--- src/rtl/pmp_seq_checker.sv ---
// Sequential PMP checker: one shared pmp_entry comparator,
// walking entries in priority order one per clock.
package riscv;
  typedef logic [2:0] pmp_access_t;
  typedef logic [1:0] priv_lvl_t;
  localparam priv_lvl_t PRIV_M = 2'b11;
  typedef enum logic [1:0] {
    OFF   = 2'd0,
    TOR   = 2'd1,
    NA4   = 2'd2,
    NAPOT = 2'd3
  } pmp_addr_mode_t;
  typedef struct packed {
    logic           locked;
    pmp_addr_mode_t addr_mode;
    pmp_access_t    access_type;
  } pmpcfg_t;
endpackage

module pmp_entry #(
  parameter int unsigned PLEN    = 56,
  parameter int unsigned PMP_LEN = 54
) (
  input  logic [PLEN-1:0]        addr_i,
  input  logic [PMP_LEN-1:0]     conf_addr_i,
  input  logic [PMP_LEN-1:0]     conf_addr_prev_i,
  input  riscv::pmp_addr_mode_t  conf_addr_mode_i,
  output logic                   match_o
);
  logic [PMP_LEN+1:0] ab;
  logic [PMP_LEN+1:0] lo;
  logic [PMP_LEN+1:0] hi;
  logic [PMP_LEN-1:0] wa;
  logic [PMP_LEN-1:0] m;

  always_comb begin
    ab = (PMP_LEN+2)'(addr_i);
    wa = ab[PMP_LEN+1:2];
    lo = {conf_addr_prev_i, 2'b00};
    hi = {conf_addr_i, 2'b00};
    // NAPOT: trailing ones plus the next bit form the don't-care mask
    m  = conf_addr_i ^ (conf_addr_i + PMP_LEN'(1));
    match_o = 1'b0;
    case (conf_addr_mode_i)
      riscv::TOR:   match_o = (ab >= lo) && (ab < hi);
      riscv::NA4:   match_o = (wa == conf_addr_i);
      riscv::NAPOT: match_o = ((wa & ~m) == (conf_addr_i & ~m));
      default:      match_o = 1'b0;
    endcase
  end
endmodule


--- config.mk ---
export PLATFORM = sky130hd
export DESIGN_NAME = pmp_entry
export DESIGN_NICKNAME = d
export VERILOG_FILES = /design/src/rtl/pmp_seq_checker.sv
export SDC_FILE = /design/constraint.sdc
export NUM_CORES = 1
export LEC_CHECK = 0
export BUFFER_PORTS_ARGS = -buffer_cell sky130_fd_sc_hd__buf_2
export CORE_MARGIN = 1
export CORE_UTILIZATION = 40
export DETAILED_ROUTE_END_ITERATION = 10
export MAX_ROUTING_LAYER = met4
export PLACE_DENSITY = 0.67
export RECOVER_POWER = 100
export SYNTH_ARGS = -nofsm -noshare
export SYNTH_HDL_FRONTEND = slang
export SYNTH_SLANG_ARGS = --single-unit
--- constraint.sdc ---
create_clock -name vclk -period 3.61
set_input_delay 0.5415 -clock vclk [all_inputs]
set_output_delay 0.5415 -clock vclk [all_outputs]
set_load 0.01 [all_outputs]
==> flow_metrics.env <==
export IMPL_dieArea_mm2=0.0134
export IMPL_drv_cap=0
export IMPL_nNetsFinal=1264
export IMPL_p_sw_share_pct=51.6
export IMPL_hold_path_depth=5
export IMPL_synth_nets=1018
export IMPL_worst_pin_slew_ps=543
export IMPL_grt_pass1_vias=5238
export IMPL_fillers=1279
export IMPL_fp_dieW_um=116
export IMPL_setup_viol=1
export IMPL_regArea_um2=0
export IMPL_max_slew_margin_pct=63.5
export IMPL_ys_seq_area_share_pct=0
export IMPL_antenna_left=0
export IMPL_diodes=0
export IMPL_drive_above_1_share_pct=29.4
export IMPL_rsz0062_at_grt="yes"
export IMPL_final_util_pct=55.3
export IMPL_core_mm2=0.0126
export IMPL_power_internal_uw=344
export IMPL_end_kind="primary output"
export IMPL_grt_remaining_overflow=0
export IMPL_p_seq_share_pct=0
export IMPL_multi_input_area_mm2=0.00486
export IMPL_start_util_pct=41.1
export IMPL_hold_path_endpoint="match_o"
export IMPL_ctsHoldBuffers=0
export IMPL_synthTopCellsByArea="ha_1 (39%), xor2_1 (9.1%), xnor2_1 (8.8%), inv_1 (8.3%), nand2_1 (6.0%)"
export IMPL_worst_ep_required_time_ps=3070
export IMPL_hold_class="input pin to primary output"
export IMPL_via_per_inst=4.96
export IMPL_cp_max_fo=4
export IMPL_syn_cell_area_mm2=0.00518
export IMPL_irDropWorstVdd_mv=0.0498
export IMPL_synthToLayoutAreaGrowth_pct=34.7
export IMPL_crit_arrival_ps=3640
export IMPL_synth_cell_types=49
export IMPL_fin_ws_ps=-568
export IMPL_dp_hpwl_um=14100
export IMPL_pwr_share_comb_pct=100.0
export IMPL_drt_first_pass_iters=4
export IMPL_finalHoldViolCount=0
export IMPL_design_area_mm2=0.00698
export IMPL_port_buffers=167
export IMPL_slew_viol_final=0
export IMPL_period_needed_ps=4180
export IMPL_nClkBuffers=0
export IMPL_placed_cell_area_mm2=0.00683
export IMPL_drc=0
export IMPL_rows=41
export IMPL_synth_top_area_share_pct=39.1
export IMPL_p_total_uw=712
export IMPL_power_density_mw_per_mm2=102
export IMPL_seq_cells=0
export IMPL_status="finished, violations left"
export IMPL_finalWirelength_um=15100
export IMPL_boundaryPins=167
export IMPL_avgSynthCellArea_um2=7.51
export IMPL_worst_hold_slack_ps=1820
export IMPL_tns_ps=-568
export IMPL_drt_iter0_drc=203
export IMPL_die_h_um=116
export IMPL_grt_max_degree=7
export IMPL_wl_per_cell_um=13.7
export IMPL_max_freq_mhz=239
export IMPL_gp_congestion=0.888
export IMPL_yosys_warnings=0
export IMPL_violations="negative setup slack"
export IMPL_p_clk_share_pct=0
export IMPL_hold_start="conf_addr_mode_i[0]"
export IMPL_switchingPower_uw=368
export IMPL_fin_crit_sh_pct=116
export IMPL_crit_type="input pin to primary output"
export IMPL_grt_total_usage_pct=23.5
export IMPL_critPathLaunchType="input pin"
export IMPL_vias=5490
export IMPL_p_leak_uw=0.00386
export IMPL_yosysTopAreaCell="ha_1"
export IMPL_antenna_found_initial=0
export IMPL_syn_inst=690
export IMPL_grt_pass1_wl_um=24200
## layer usage
layer | share of wire [%] | routed length (µm) | track usage, % | up-vias
li1 | - | - | - | 2911
met2 | 48 | 7250 | 42.9 | 133
met1 | 46 | 6990 | 29.3 | 2430
met5 | 0 | 0 | - | -
met3 | 4.0 | 603 | 0.575 | 16
met4 | 1.7 | 263 | 3.16 | 0
## cell type report
cell class	instances	share of cell area, %
tap	172	3.08
multi-input combinational	572	69.7
timing repair buffer	244	20.9
inverter	118	6.38
## power by group through the flow
| stage | clock network, µW | registers (µW) | logic [µW] |
|---|---|---|---|
| 6_report | 0 | 0 | 712 |
| 5_1_grt | 0 | 0 | 809 |
| 4_1_cts | 0 | 0 | 703 |
| 3_5_place_dp | 0 | 0 | 699 |
| 3_3_place_gp | 0 | 0 | 689 |
| 2_1_floorplan | 0 | 0 | 394 |
## worst max-delay path, stage by stage
cell and delay, ps:
buf_8 80, nand4_4 120, buf_6 140, nor4_4 280, and4_4 270, and2b_1 140
and2_4 150, and2b_2 190, nand3_2 110, ha_4 280, xor2_1 140, nand2_1 110
xnor2_2 170, nor4_2 250, nand4_1 120, nor4_1 250, or3_1 170, buf_2 130
## logic make-up after synthesis
kind of cell	count (synthesis)	synth area share, %
AND/OR/NAND/NOR	216	23.1
adder cells (fa/ha/maj)	162	39.1
buffers and inverters	118	8.59
XOR/XNOR	106	17.9
AO/OA/AOI/OAI	88	11.3
## synth_stat cells (all sizes together) (4+ instances only)
library cell	n
o21ai	9
nand2	83
a21oi	30
and4	8
inv	118
a21o	24
nand3	26
nor3	5
nand4	37
nor2	17
ha	162
xor2	54
xnor2	52
and2	4
or3	4
a211oi	5
nor4	21
## how the worst max path moves through the flow
stage	cells past startpoint	slack [ps]	end	start
2_1_floorplan	16	-20	match_o	conf_addr_i[0]
3_3_place_gp	18	-480	match_o	conf_addr_i[4]
3_5_place_dp	18	-540	match_o	conf_addr_i[1]
4_1_cts	18	-530	match_o	conf_addr_i[5]
5_1_grt	18	-770	match_o	conf_addr_i[7]
6_report	18	-570	match_o	conf_addr_i[7]
## cell usage in the layout (no fill, tap or decap), drive strengths merged, types with 4 or more instances in the layout
master,count
nor3,5
nand3,26
buf,243
a211oi,5
and2,4
xor2,54
nor4,21
xnor2,52
inv,118
a21oi,30
o21ai,9
nand4,37
or3,4
nand2,83
a21o,24
and4,8
ha,162
nor2,17
## metrics by stage
step	worst slack [ps]	cells
6_report	-568	1106
5_1_grt	-770	1106
4_1_cts	-532	1099
3_5_place_dp	-539	1099
3_3_place_gp	-477	1099
2_1_floorplan	-19.7	690
## what timing repair did
item | in CTS | in global routing
setup endpoints to repair | 1 | 1
pin swaps | 0 | 15
gates resized for setup | 2 | 19
setup buffers | 0 | 7
Note: power is estimated with default switching activity, not from simulation.
